$ cat config.mk
export PLATFORM = sky130hd
export DESIGN_NAME = sprite_frame_streamer
export DESIGN_NICKNAME = d
export VERILOG_FILES = /design/src/rtl/sprite_frame_streamer.sv
export SDC_FILE = /design/constraint.sdc
export NUM_CORES = 1
export LEC_CHECK = 0
export ABC_AREA = 1
export CAP_MARGIN = 20
export CORE_MARGIN = 2
export CORE_UTILIZATION = 45
export CTS_CLUSTER_DIAMETER = 40
export DETAILED_ROUTE_END_ITERATION = 16
export GPL_TIMING_DRIVEN = 0
export PLACE_DENSITY_LB_ADDON = 0.05
export SYNTH_ARGS = -nofsm -noshare
export SYNTH_HDL_FRONTEND = slang
export SYNTH_SLANG_ARGS = --single-unit
$ cat constraint.sdc
create_clock -name clk -period 1.8 [get_ports clk]
set_clock_uncertainty 0.2 [all_clocks]
set_input_delay 0.18 -clock clk [delete_from_list [all_inputs] [get_ports clk]]
set_output_delay 0.18 -clock clk [all_outputs]
set_load 0.005 [all_outputs]
$ cat src/rtl/sprite_frame_streamer.sv
// Snapshots the five sprite positions on frame_start and streams them as valid/ready records.
// Also tracks lives: a captured death decrements lives and requests a game-logic respawn.
module sprite_frame_streamer #(
  parameter int NUM_LIVES      = 3,
  parameter int LIVES_W        = 2,
  parameter int RESPAWN_CYCLES = 16
) (
  input  logic               clk,
  input  logic               rst_n,
  input  logic               frame_start,
  input  logic [10:0]        pacman_pos_x,
  input  logic [9:0]         pacman_pos_y,
  input  logic [10:0]        blinky_pos_x,
  input  logic [9:0]         blinky_pos_y,
  input  logic [10:0]        pinky_pos_x,
  input  logic [9:0]         pinky_pos_y,
  input  logic [10:0]        inky_pos_x,
  input  logic [9:0]         inky_pos_y,
  input  logic [10:0]        clyde_pos_x,
  input  logic [9:0]         clyde_pos_y,
  input  logic [3:0]         pacman_dir,
  input  logic               pacman_is_dead,
  output logic               rec_valid,
  input  logic               rec_ready,
  output logic [2:0]         rec_id,
  output logic [10:0]        rec_x,
  output logic [9:0]         rec_y,
  output logic [3:0]         rec_dir,
  output logic               rec_last,
  output logic               busy,
  output logic [LIVES_W-1:0] lives_left,
  output logic               respawn_req,
  output logic               game_over,
  output logic               frame_overrun
);

  localparam int CNT_W = $clog2(RESPAWN_CYCLES + 1);
  localparam logic [2:0] LAST_ID = 3'd4;

  typedef enum logic [1:0] {IDLE, SEND, RESPAWN} state_e;

  state_e              state_q, state_d;
  logic [2:0]          id_q, id_d;
  logic [4:0][10:0]    x_snap_q, x_snap_d;
  logic [4:0][9:0]     y_snap_q, y_snap_d;
  logic [3:0]          dir_snap_q, dir_snap_d;
  logic                dead_snap_q, dead_snap_d;
  logic [LIVES_W-1:0]  lives_q, lives_d;
  logic                game_over_q, game_over_d;
  logic                overrun_q, overrun_d;
  logic [CNT_W-1:0]    cnt_q, cnt_d;

  always_ff @(posedge clk or negedge rst_n) begin
    if (!rst_n) begin
      state_q     <= IDLE;
      id_q        <= '0;
      x_snap_q    <= '0;
      y_snap_q    <= '0;
      dir_snap_q  <= '0;
      dead_snap_q <= 1'b0;
      lives_q     <= LIVES_W'(NUM_LIVES);
      game_over_q <= 1'b0;
      overrun_q   <= 1'b0;
      cnt_q       <= '0;
    end else begin
      state_q     <= state_d;
      id_q        <= id_d;
      x_snap_q    <= x_snap_d;
      y_snap_q    <= y_snap_d;
      dir_snap_q  <= dir_snap_d;
      dead_snap_q <= dead_snap_d;
      lives_q     <= lives_d;
      game_over_q <= game_over_d;
      overrun_q   <= overrun_d;
      cnt_q       <= cnt_d;
    end
  end

  always_comb begin
    state_d     = state_q;
    id_d        = id_q;
    x_snap_d    = x_snap_q;
    y_snap_d    = y_snap_q;
    dir_snap_d  = dir_snap_q;
    dead_snap_d = dead_snap_q;
    lives_d     = lives_q;
    game_over_d = game_over_q;
    overrun_d   = overrun_q;
    cnt_d       = cnt_q;
    case (state_q)
      IDLE: begin
        if (frame_start) begin
          x_snap_d    = {clyde_pos_x, inky_pos_x, pinky_pos_x, blinky_pos_x, pacman_pos_x};
          y_snap_d    = {clyde_pos_y, inky_pos_y, pinky_pos_y, blinky_pos_y, pacman_pos_y};
          dir_snap_d  = pacman_dir;
          dead_snap_d = pacman_is_dead;
          id_d        = '0;
          state_d     = SEND;
        end
      end
      SEND: begin
        if (frame_start) overrun_d = 1'b1;
        if (rec_ready) begin
          if (id_q == LAST_ID) begin
            state_d = IDLE;
            // Death accounting happens on the final handshake; game over freezes lives.
            if (dead_snap_q && !game_over_q) begin
              if (lives_q > LIVES_W'(1)) begin
                lives_d = lives_q - LIVES_W'(1);
                cnt_d   = CNT_W'(RESPAWN_CYCLES - 1);
                state_d = RESPAWN;
              end else begin
                lives_d     = '0;
                game_over_d = 1'b1;
              end
            end
          end else begin
            id_d = id_q + 3'd1;
          end
        end
      end
      RESPAWN: begin
        if (cnt_q == '0) state_d = IDLE;
        else             cnt_d   = cnt_q - CNT_W'(1);
      end
      default: state_d = IDLE;
    endcase
  end

  // Record fields are forced to zero whenever no record is presented.
  assign rec_valid     = (state_q == SEND);
  assign rec_id        = rec_valid ? id_q : 3'd0;
  assign rec_x         = rec_valid ? x_snap_q[id_q] : 11'd0;
  assign rec_y         = rec_valid ? y_snap_q[id_q] : 10'd0;
  assign rec_dir       = (rec_valid && id_q == 3'd0) ? dir_snap_q : 4'd0;
  assign rec_last      = rec_valid && (id_q == LAST_ID);
  assign busy          = (state_q != IDLE);
  assign respawn_req   = (state_q == RESPAWN);
  assign lives_left    = lives_q;
  assign game_over     = game_over_q;
  assign frame_overrun = overrun_q;

endmodule
# After elaboration in Yosys (flattened, before gate mapping)

Index checks and enable logic that the tools add are counted.
Widths: inputs -> output; s select.

Register bits: 124
Output and inout port bits: 36
Word-level logic and storage cells: 78

Add/subtract/negate cells: 3
Order comparisons: 2
Equality and inequality tests: 11
Muxes and demuxes: 26
Bitwise logic cells: 1
Reductions and logical operators: 17

Operators by type and width:

| cell                | number |
|---|---|
| $bmux 11 s3         | 1 |
| $bmux 10 s3         | 1 |
| $mux 5              | 5 |
| $mux 11             | 2 |
| $mux 10             | 2 |
| $mux 2              | 7 |
| $mux 3              | 4 |
| $reduce_and 4->1    | 3 |
| $ne 2x1->1 const B  | 5 |
| $pmux 5 s2          | 1 |
| $ne 2x2->1 const B  | 3 |
| $pmux 2 s3          | 1 |
| $pmux 3 s2          | 1 |
| $reduce_and 6->1    | 1 |
| $reduce_bool 2->1   | 3 |
| $logic_not 5->1     | 1 |
| $reduce_and 5->1    | 1 |
| $sub 5x1->5 const B | 1 |
| $lt 3x4->1 const B  | 1 |
| $mux 4              | 1 |
| $reduce_and 2->1    | 2 |
| $add 3x1->3 const B | 1 |
| $eq 3x3->1 const B  | 1 |
| $logic_and 1x1->1   | 3 |
| other kinds (8)     | 8 |

# Logic depth before layout (Yosys ltp)

Gate-level depths: netlist (run 1).

Word-level depth: 6
Depth in mapped cells: 9

# Least setup slack after synthesis (run 1)

OpenSTA, ideal clock, no wires.

Kind: register to register
Start: reg id_q[0]
End: reg cnt_q[4]
Setup time: 118 ps
Arrival time: 1491 ps
Data required time: 1482 ps
Slack: -9 ps
Cell stages (with the launch flop): 10
Buffers on the path: 2
Clock period less this slack: 1809 ps
Cell sequence: dfrtp_1 -> buf_2 -> inv_2 -> buf_2 -> ha_1 -> nand3_1 -> nand2_1 -> nand2_1 -> nand2_1 -> nand2_1

Word-level cells in the longest chain between the ends: 3

Ends and longest elaborated chain:

| item                              | line | source |
|---|---|---|
| start, declared                   | 43   | `logic [2:0] id_q, id_d;` |
| start signal, assigned            | 67   | `id_q <= id_d;` |
| $eq 3x3->1                        | 104  | `if (id_q == LAST_ID) begin` |
| $ne 2x1->1 (no source line)       | -    |  |
| $reduce_and 6->1 (no source line) | -    |  |
| end signal, assigned              | 75   | `cnt_q <= cnt_d;` |
| end, declared                     | 51   | `logic [CNT_W-1:0] cnt_q, cnt_d;` |

No other way between the ends.
A chain may end at the register's enable or synchronous reset.

# Final worst setup path (run 1)

Start: reg id_q[0]
End: out rec_x[0]

Word-level cells in the longest chain between the ends: 3

Ends and longest elaborated chain:

| item                          | line | source |
|---|---|---|
| $bmux 11 s3                   | 133  | `assign rec_x = rec_valid ? x_snap_q[id_q] : 11'd0;` |
| $mux 11 (implied by the code) | 133  |  |
| $mux 11                       | 133  |  |
| end, declared                 | 26   | `output logic [10:0] rec_x,` |

No other way between the ends. The select of a mux whose other input is x is not followed.

==> qor.yml, run 1 <==
setup_path:
  slowest_delay_ns: 0.44
  critPathKind: "reg -> out"
  crit_chain: "buf_6 -> nor2_4 -> buf_6 -> buf_6 -> buf_6 -> nand2_2 -> a21oi_2 -> o21ai_1 -> inv_1 -> buf_2"
  arrival_ns: 1.97
  critPathSlowestCell: "dfrtp_2"
  startpoint_type: "register"
  path_common_cell: "buf_6"
  critical_path_required_ns: 1.42
  crit_fanout: 5
  critPathCaptureType: "output pin"
  rr_worst_depth: 10
  cpLargestDelayFamily: "buffers and inverters"
  r2r_setup_slack_ns: -0.08
  r2r-start: "id_q[0]"
  path_buf_inv: 6
  r2r_end: "cnt_q[3]"
detailed_routing:
  wirelength_mm: 18.2
  wl_per_cell_um: 17.3
  drc: 0
  vias_per_cell: 5.11
  drt_iter0_markers: 288
  first_pass_iters: 6
  antenna_left: 0
  via_count: 5365
clocking:
  clkLatencyLatePin_ns: 0.42
  path_clk_slew_ns: 0.05
  cts_tree: "built"
  cts_sinks: 124
  max-clock-path-buffers: 2
  cts_root_buffer: "clkbuf_16"
  cts_buffers: 17
  h-tree-depth: 4
logic_synthesis:
  syn-cell-area_sq_um: 5990
  ys_ff_latch: 124
  ys_types: 21
  yosysSeqAreaShare_pct: 51.8
  synthesis.nets: 766
  netlist_instances: 649
  syn_area_per_cell_sq_um: 9.23
  yosys_warnings: 0
power_and_ir_drop:
  p_per_area_nw_per_um2: 1720
  vdd_ir_drop_max_uv: 899
  static-leakage-power_nw: 4.26
status:
  violations: "setup timing"
  status: "finished with violations"
timing:
  rsz0062_at_grt: "yes"
  worstMarginPinSlew_ns: 0.509
  layout_min_cycle_time_ns: 2.35
  fin_ws_ns: -0.555
  finalCritPeriodShare_pct: 131
  slew_violations: 0
  slew_headroom_pct: 66.0
  max_clock_freq_mhz: 425
  finalSetupTns_ns: -12.52
  setup_violations: 41
  final_hold_viol_count: 0
floorplan:
  num_rows: 42
  die_height_um: 119
  core_sq_um: 13100
  pin_count: 150
  fp.dieW_um: 119
  die_area_sq_um: 14300
  start_util_pct: 45.6
place:
  io_buffers: 149
  dp_cells: 975
  place_congestion: 0.890
  dp_hpwl_mm: 11.9
grt:
  first_global_vias: 5482
  grt_pass1_wl_mm: 28.3
  grt_max_degree: 89
  antenna_found_initial: 0
  overflow: 0
  track_usage_pct: 26.0
final_layout:
  num_antenna_cells: 0
  synthToLayoutAreaGrowth_pct: 53.2
  final_cells: 1049
  fillers: 1020
  final_nets: 978
  layout-drive-gt1-share_pct: 26.3
run:
  drv_cap: 0
worst_hold_path:
  hold_path_class: "in -> async"
[registers in the layout (all words and copies together), names as in the netlist]
signal / cells
id_q: 3
lives_left: 2
dir_snap_q: 4
cnt_q: 5
frame_overrun: 1
x_snap_q: 55
state_q: 2
dead_snap_q: 1
game_over: 1
y_snap_q: 50
[through the flow]
stage | total power [mW] | hold slack [ns] | setup WS, ns | utilization (%) | area [sq um]
after floorplan | 8.12 | -0.316 | 0.00354 | - | 6000
after global placement | 10.7 | 0.243 | -4.57 | 58.7 | 7710
after detailed placement | 10.9 | -0.0894 | -0.733 | 58.9 | 7740
after CTS | 15.0 | 0.0374 | -0.571 | 66.9 | 8790
after global routing | 16.8 | 0.0737 | -0.639 | 69.9 | 9180
final | 15.8 | 0.0299 | -0.555 | 69.9 | 9180
[routing by layer]
layer | GRT usage [%] | up-vias | wire length (um)
li1 | - | 2532 | -
met1 | 34.8 | 2627 | 7960
met2 | 41.8 | 175 | 8620
met3 | 6.32 | 31 | 1190
met4 | 8.46 | 0 | 422
met5 | 0 | - | 0
[synth_stat cells]
cell,number,area (sq um)
xnor2_1,2,17.5
o21ai_1,26,130
buf_4,13,97.6
nand2_1,95,357
mux2_1,85,957
o21ai_0,44,220
a21o_1,1,7.51
nor2_1,105,394
buf_1,2,7.51
ha_1,3,37.5
nand3_1,13,65.1
a21boi_0,1,7.51
clkbuf_1,9,33.8
inv_2,3,11.3
dfstp_2,2,52.6
a21oi_1,46,230
nor2_2,2,12.5
buf_2,15,75.1
inv_1,59,221
dfrtp_1,122,3050
nor3_1,1,5.00
[kinds of logic (layout without fill, tap and decap cells)]
logic type      Yosys count  count (layout)  synth area share (%)
simple gates            216             216                  13.9
fa+ha+maj                 3               3                 0.626
flops                   124             124                  51.8
xor+xnor                  2               2                 0.292
compound gates          118             118                  9.94
buf+inv                 101             325                  7.45
mux                      85              85                  16.0
[cells in the final DEF (no fill, tap or decap), types with 2 or more instances in the layout]
cell type,netlist,final
a21oi_1,46,27
a21oi_2,0,19
buf_12,0,2
buf_2,15,32
buf_4,13,27
buf_6,0,35
buf_8,0,7
clkbuf_1,9,12
clkbuf_16,0,18
clkbuf_2,0,2
clkbuf_4,0,2
clkbuf_8,0,4
clkdlybuf4s50_1,0,114
clkinv_2,0,2
dfrtp_1,122,120
dfrtp_2,0,2
dfstp_2,2,2
dlygate4sd2_1,0,4
ha_1,3,2
inv_1,59,58
mux2_1,85,85
nand2_1,95,70
nand2_2,0,13
nand2_4,0,11
nand3_1,13,6
nand3_2,0,4
nand3_4,0,3
nor2_1,105,81
nor2_2,2,12
nor2_4,0,14
o21ai_0,44,27
o21ai_1,26,33
o21ai_2,0,9
xnor2_1,2,2
[timing repair]
action / in CTS / in global routing
hold buffers: 1 / 0
setup endpoints to repair: 47 / 91
gates cloned: 4 / 2
setup buffers: 31 / 8
endpoints found under the hold margin: 124 / 0
gates resized for setup: 262 / 96
pin swaps: 37 / 34
[worst reg2reg max path, delay by kind of cell (launching register included)]
kind,cells,cell delay (ns)
AND/OR/NAND/NOR,4,0.41
buffers and inverters,5,0.59
flip-flops,1,0.44
adder cells (fa/ha/maj),1,0.18
[power breakdown]
| group | switching [mW] | internal [mW] |
|---|---|---|
| clock | 1.14 | 1.82 |
| sequential | 0.765 | 4.09 |
| combinational | 4.15 | 3.87 |
[worst max path at each step]
stage	from	to	slack (ns)	depth (start not counted)
detailed placement	id_q[1]	rec_y[7]	-0.73	7
floorplan	id_q[0]	lives_left[0]	0.004	8
CTS	id_q[0]	rec_x[0]	-0.57	10
global placement	rst_n	x_snap_q[27]	-4.57	1
global route	id_q[0]	rec_x[0]	-0.64	10
finish	id_q[0]	rec_x[0]	-0.55	10
[cell type report]
| type | count | area, sq um | share of cell area (%) |
|---|---|---|---|
| Timing Repair Buffer | 195 | 1820 | 19.8 |
| Multi-Input combinational cell | 424 | 2900 | 31.6 |
| Clock inverter | 2 | 10.0 | 0.109 |
| Sequential cell | 124 | 3110 | 33.9 |
| Tap cell | 176 | 220 | 2.40 |
| Clock buffer | 29 | 490 | 5.34 |
| Buffer | 37 | 379 | 4.13 |
| Inverter | 62 | 248 | 2.70 |
Power figures use the tool's default switching activity.
==> run 2, diff against run 1 <==
CORE_ASPECT_RATIO = 1.75   (was not set)
CORE_UTILIZATION = 55   (was 45)
DONT_BUFFER_PORTS = 1   (was not set)
==> run 2 against run 1 <==
  * The flow finishes with violations (hold timing, setup timing)
  * Via count down 3.0%
  * Non-clock buffer count down 61
  * Combinational power down 15%
  * First-iteration DRC count down 8.3%
  * Critical path depth down 3
  * Cell count down 10%
  * Die area down 17%
  * Routed wire length down 1.9%
  * Utilization up 11 points
  * Clock power up 20%
  * Global-route usage up 3.3 points
  * Critical path type unchanged
==> qor.yml, run 2 (same netlist as run 1, synthesis figures left out) <==
status:
  status: "finished with violations"
  violations: "hold timing, setup timing"
grt:
  track_usage_pct: 29.3
  overflow: 0
  grt_pass1_wl_mm: 26.8
  first_global_vias: 5383
  grt_max_degree: 125
  antenna_found_initial: 0
detailed_routing:
  drc: 0
  wl_per_cell_um: 19.0
  via_count: 5206
  top_layer: "met4"
  wirelength_mm: 17.8
  wl_met2_mm: 9.79
  dr_wl_met3_um: 843
  first_pass_iters: 5
  wl_met1_mm: 6.46
  antenna_left: 0
  drt_iter0_markers: 264
  vias_per_cell: 5.53
place:
  io_buffers: 0
  dp_slack_ns: -0.397
  place_congestion: 0.829
  dp_hpwl_mm: 11.1
power_and_ir_drop:
  vdd_ir_drop_max_uv: 1250
  static-leakage-power_nw: 4.00
  power.internal_mw: 9.41
  swShare_pct: 37.7
  p_seq_share_pct: 31.7
  p_sw_mw: 5.70
  p_clk_share_pct: 23.4
  p_comb_share_pct: 44.9
  p_per_area_nw_per_um2: 1760
timing:
  setup_violations: 38
  worstMarginPinSlew_ns: 0.427
  layout_min_cycle_time_ns: 2.20
  max_clock_freq_mhz: 455
  fin_ws_ns: -0.398
  final_hold_viol_count: 124
  slew_violations: 0
  worst_hold_slack_ns: -0.729
  slew_headroom_pct: 71.5
  rsz0062_at_grt: "yes"
  finalCritPeriodShare_pct: 122
clocking:
  cts_buffers: 17
  cts-hold-fix-buffers: 112
  max-clock-path-buffers: 2
  h-tree-depth: 4
  cts_tree: "built"
  cts_sinks: 124
  clkLatencyLatePin_ns: 0.40
  path_clk_slew_ns: 0.05
  cts_root_buffer: "clkbuf_16"
worst_hold_path:
  hold_path_class: "in -> async"
final_layout:
  synthToLayoutAreaGrowth_pct: 43.3
  final_common_cell: "dfrtp_1"
  finish.utilization_pct: 80.7
  largest_reg_flops: 55
  mostFrequentLayoutCells: "dfrtp_1 (121), dlygate4sd3_1 (112), nor2_1 (88), mux2_1 (85), nand2_1 (81)"
  num_antenna_cells: 0
  layout-drive-gt1-share_pct: 18.5
  top_regs: "x_snap_q: 55 flops, y_snap_q: 50 flops, cnt_q: 5 flops"
  final_nets: 917
  fillers: 662
  regMostFlops: "x_snap_q"
setup_path:
  critPathKind: "reg -> out"
  arrival_ns: 1.82
  crit_start: "id_q[0]"
  slowest_delay_ns: 0.44
  rr_worst_depth: 10
  r2r_end: "state_q[0]"
  critical_path_required_ns: 1.42
  crit_fanout: 6
  r2r_setup_slack_ns: -0.09
  startpoint_type: "register"
  crit_end: "rec_x[1]"
  critPathCaptureType: "output pin"
  r2r-start: "id_q[0]"
  crit_chain: "buf_12 -> nor2_4 -> buf_6 -> nand2_4 -> a21oi_2 -> o21ai_1 -> inv_1"
  critPathSlowestCell: "dfrtp_2"
floorplan:
  die_area_sq_um: 11800
  pin_count: 150
  num_rows: 50
  start_util_pct: 56.4
  fp.dieW_um: 82.9
  core_sq_um: 10600
  die_height_um: 142
run:
  drv_cap: 0
## run 2: cell types whose count changed in the layout (fill, tap and decap cells not counted), sizes merged
cell,delta
clkdlybuf4s50,-114
dlygate4sd3,+111
buf,-55
clkbuf,-6
bufinv,+4
dlygate4sd2,-4
bufbuf,+1
clkinv,+1
## run 2: stage by stage
stage	cells	TNS (ns)	area (sq um)	power, mW
finish	941	-9.45	8590	15.1
global route	941	-12.15	8590	15.9
CTS	933	-7.51	8300	14.4
detailed placement	779	-6.71	6160	9.55
global placement	779	-6.13	6160	9.38
floorplan	649	0	6000	8.12
## run 2: final cells by class
| class | instances | area (sq um) | share of cell area [%] |
|---|---|---|---|
| Buffer | 39 | 398 | 4.63 |
| Clock buffer | 23 | 468 | 5.45 |
| Clock inverter | 7 | 139 | 1.62 |
| Inverter | 62 | 238 | 2.77 |
| Multi-Input combinational cell | 424 | 2750 | 32.0 |
| Sequential cell | 124 | 3110 | 36.2 |
| Tap cell | 130 | 163 | 1.89 |
| Timing Repair Buffer | 132 | 1320 | 15.4 |
## run 2: worst min path at each step
stage | startpoint | slack [ns] | endpoint | cells past startpoint
global placement | rst_n | -0.31 | cnt_q[4] | 0
floorplan | rst_n | -0.32 | cnt_q[0] | 0
global route | rst_n | -0.74 | cnt_q[4] | 0
detailed placement | rst_n | -0.31 | cnt_q[4] | 0
finish | rst_n | -0.73 | cnt_q[4] | 0
CTS | rst_n | -0.74 | x_snap_q[52] | 0
## run 2: repair_timing
action	4_1_cts	5_1_grt
pin swaps	19	14
resized for setup	111	64
buffers inserted	7	8
endpoints found under the hold margin	242	124
endpoints found under the setup margin	42	61
gates cloned	5	0
## run 2: power groups by stage
stage               Sequential, mW  Combinational, mW  Clock (mW)
finish                        4.79               6.78        3.54
detailed placement            4.72               4.83           0
global route                  4.91               7.33        3.68
CTS                           4.71               6.13        3.56
floorplan                     4.51               3.61           0
global placement              4.66               4.72           0
## run 2: worst max-delay path, delay by kind of cell, from the launching register on
family          cells  cell delay (ns)
flops               1             0.44
compound gates      2             0.23
buf+inv             3             0.48
simple gates        2             0.27
## run 2: metal layers
layer | GRT usage (%) | vias to the layer above
met5 | 0 | -
met4 | 13.3 | 0
met3 | 5.80 | 44
met2 | 55.3 | 194
met1 | 31.2 | 2569
li1 | - | 2399
==> run 3, diff against run 2 <==
CORE_UTILIZATION = 45   (was 55)
DONT_BUFFER_PORTS = not set   (was 1)
==> run 3 against run 2 <==
  * Sequential share of layout area fell by 3.4 points
  * Cell area is 10% higher
  * Clock-buffer cell count decreased by 4
  * Sequential power is 3% higher
  * Non-clock buffer count up 58
  * Die area rose by 21%
  * Highest routed layer unchanged
  * Worst hold slack better by 0.74 ns
  * Fmax shrank 5.4%
  * The flow finishes with violations (setup timing)
  * Routed wire length rose by 6.4%
  * Total power grew 13%
==> qor.yml, run 3 (same netlist as run 1, synthesis figures left out) <==
status:
  status: "finished with violations"
  violations: "setup timing"
power_and_ir_drop:
  vdd_ir_drop_max_uv: 1230
  p_per_area_nw_per_um2: 1800
  p_comb_share_pct: 49.5
  p_clk_share_pct: 21.5
  p_sw_mw: 6.56
  power.internal_mw: 10.5
  p_seq_share_pct: 29.0
  swShare_pct: 38.4
  static-leakage-power_nw: 4.28
place:
  place_congestion: 0.873
  io_buffers: 149
  dp_hpwl_mm: 12.5
clocking:
  h-tree-depth: 4
  cts_buffers: 17
  max-clock-path-buffers: 2
  path_clk_slew_ns: 0.06
  clkLatencyLatePin_ns: 0.41
  cts_sinks: 124
  cts_tree: "built"
  cts_root_buffer: "clkbuf_16"
floorplan:
  core_sq_um: 13000
  fp.dieW_um: 91.2
  start_util_pct: 46.1
  die_area_sq_um: 14300
  pin_count: 150
  num_rows: 55
  die_height_um: 157
setup_path:
  crit_chain: "buf_12 -> buf_12 -> clkinv_8 -> buf_8 -> ha_4 -> nand3_4 -> buf_6 -> nor2_2 -> buf_2"
  critPathKind: "reg -> out"
  arrival_ns: 1.94
  crit_fanout: 7
  critical_path_required_ns: 1.42
  path_common_cell: "buf_12"
  slowest_delay_ns: 0.43
  startpoint_type: "register"
  critPathCaptureType: "output pin"
  critPathSlowestCell: "dfrtp_2"
  rr_worst_depth: 12
final_layout:
  final_common_cell: "dfrtp_1"
  fillers: 924
  regMostFlops: "x_snap_q"
  layout-drive-gt1-share_pct: 29.8
  top_regs: "x_snap_q: 55 flops, y_snap_q: 50 flops, cnt_q: 5 flops"
  final_nets: 975
  synthToLayoutAreaGrowth_pct: 58.0
  largest_reg_flops: 55
  num_antenna_cells: 0
  finish.utilization_pct: 72.8
  mostFrequentLayoutCells: "dfrtp_1 (120), clkdlybuf4s50_1 (114), mux2_1 (85), nand2_1 (72), inv_1 (57)"
detailed_routing:
  drt_iter0_markers: 218
  wl_per_cell_um: 18.2
  vias_per_cell: 5.18
  via_count: 5391
  first_pass_iters: 4
  drc: 0
  antenna_left: 0
  wirelength_mm: 19.0
timing:
  max_clock_freq_mhz: 430
  fin_ws_ns: -0.523
  worst_hold_slack_ns: 0.00943
  final_hold_viol_count: 0
  slew_headroom_pct: 67.0
  slew_violations: 0
  finalSetupTns_ns: -13.93
  rsz0062_at_grt: "yes"
  worstMarginPinSlew_ns: 0.494
  layout_min_cycle_time_ns: 2.32
  finalCritPeriodShare_pct: 129
  setup_violations: 42
grt:
  grt_pass1_wl_mm: 28.7
  grt_use_met3_pct: 5.06
  antenna_found_initial: 0
  overflow: 0
  grt_util_met1_pct: 28.4
  grt_max_degree: 98
  met2_usage_pct: 48.9
  first_global_vias: 5638
  track_usage_pct: 26.3
  top_usage_layer: "met2"
run:
  drv_cap: 0
worst_hold_path:
  hold_path_class: "in -> async"
run 3: final timing paths:
| kind | from | endpoint | slack [ns] |
|---|---|---|---|
| setup reg to reg | id_q[0] | id_q[2] | -0.22 |
| min in group clk | blinky_pos_y[3] | y_snap_q[13] | 0.15 |
| max in group asynchronous | rst_n | id_q[0] | 0.61 |
| hold / removal | rst_n | cnt_q[4] | 0.009 |
| setup / recovery | id_q[0] | rec_dir[3] | -0.52 |
| hold reg to reg | frame_overrun | frame_overrun | 0.26 |
run 3: metal layers:
metal | wire length [um] | part of all wire, % | vias up
met2 | 10400 | 55 | 159
met4 | 991 | 5.2 | 0
li1 | - | - | 2519
met1 | 6880 | 36 | 2665
met3 | 761 | 4.0 | 48
met5 | 0 | 0 | -
run 3: stage by stage:
step	cells	area [sq um]	setup slack (ns)	power, mW
floorplan	649	6000	0.00354	8.12
global placement	969	7700	-4.43	10.8
detailed placement	970	7730	-0.769	10.9
CTS	1039	9120	-0.547	16.3
global route	1041	9470	-0.631	18.1
finish	1041	9470	-0.523	17.1
run 3: timing repair:
| action | CTS | global route |
|---|---|---|
| endpoints found under the hold margin | 124 | 0 |
| pin swaps | 57 | 43 |
| hold buffers | 1 | 0 |
| gates cloned | 5 | 1 |
| resized for setup | 292 | 123 |
| setup endpoints to repair | 47 | 77 |
| buffers inserted | 32 | 6 |
run 3: worst max-delay path, delay by kind of cell (launching register included):
| family | cells | cell delay [ns] |
|---|---|---|
| adder cells (fa/ha/maj) | 1 | 0.15 |
| buffers and inverters | 6 | 0.74 |
| flip-flops | 1 | 0.43 |
| AND/OR/NAND/NOR | 2 | 0.21 |
run 3: power groups by stage:
stage	clock network, mW	registers [mW]	logic, mW
after floorplan	0	4.51	3.61
after global placement	0	4.68	6.08
after detailed placement	0	4.74	6.19
after CTS	3.70	4.80	7.78
after global routing	3.85	5.08	9.15
final	3.68	4.94	8.45
run 3: final cells by class:
| type | count | area (sq um) | share of cell area (%) |
|---|---|---|---|
| Sequential cell | 124 | 3110 | 32.8 |
| Clock inverter | 12 | 186 | 1.97 |
| Inverter | 62 | 250 | 2.64 |
| Buffer | 38 | 383 | 4.04 |
| Tap cell | 171 | 214 | 2.26 |
| Clock buffer | 19 | 453 | 4.78 |
| Timing Repair Buffer | 191 | 1820 | 19.2 |
| Multi-Input combinational cell | 424 | 3060 | 32.3 |
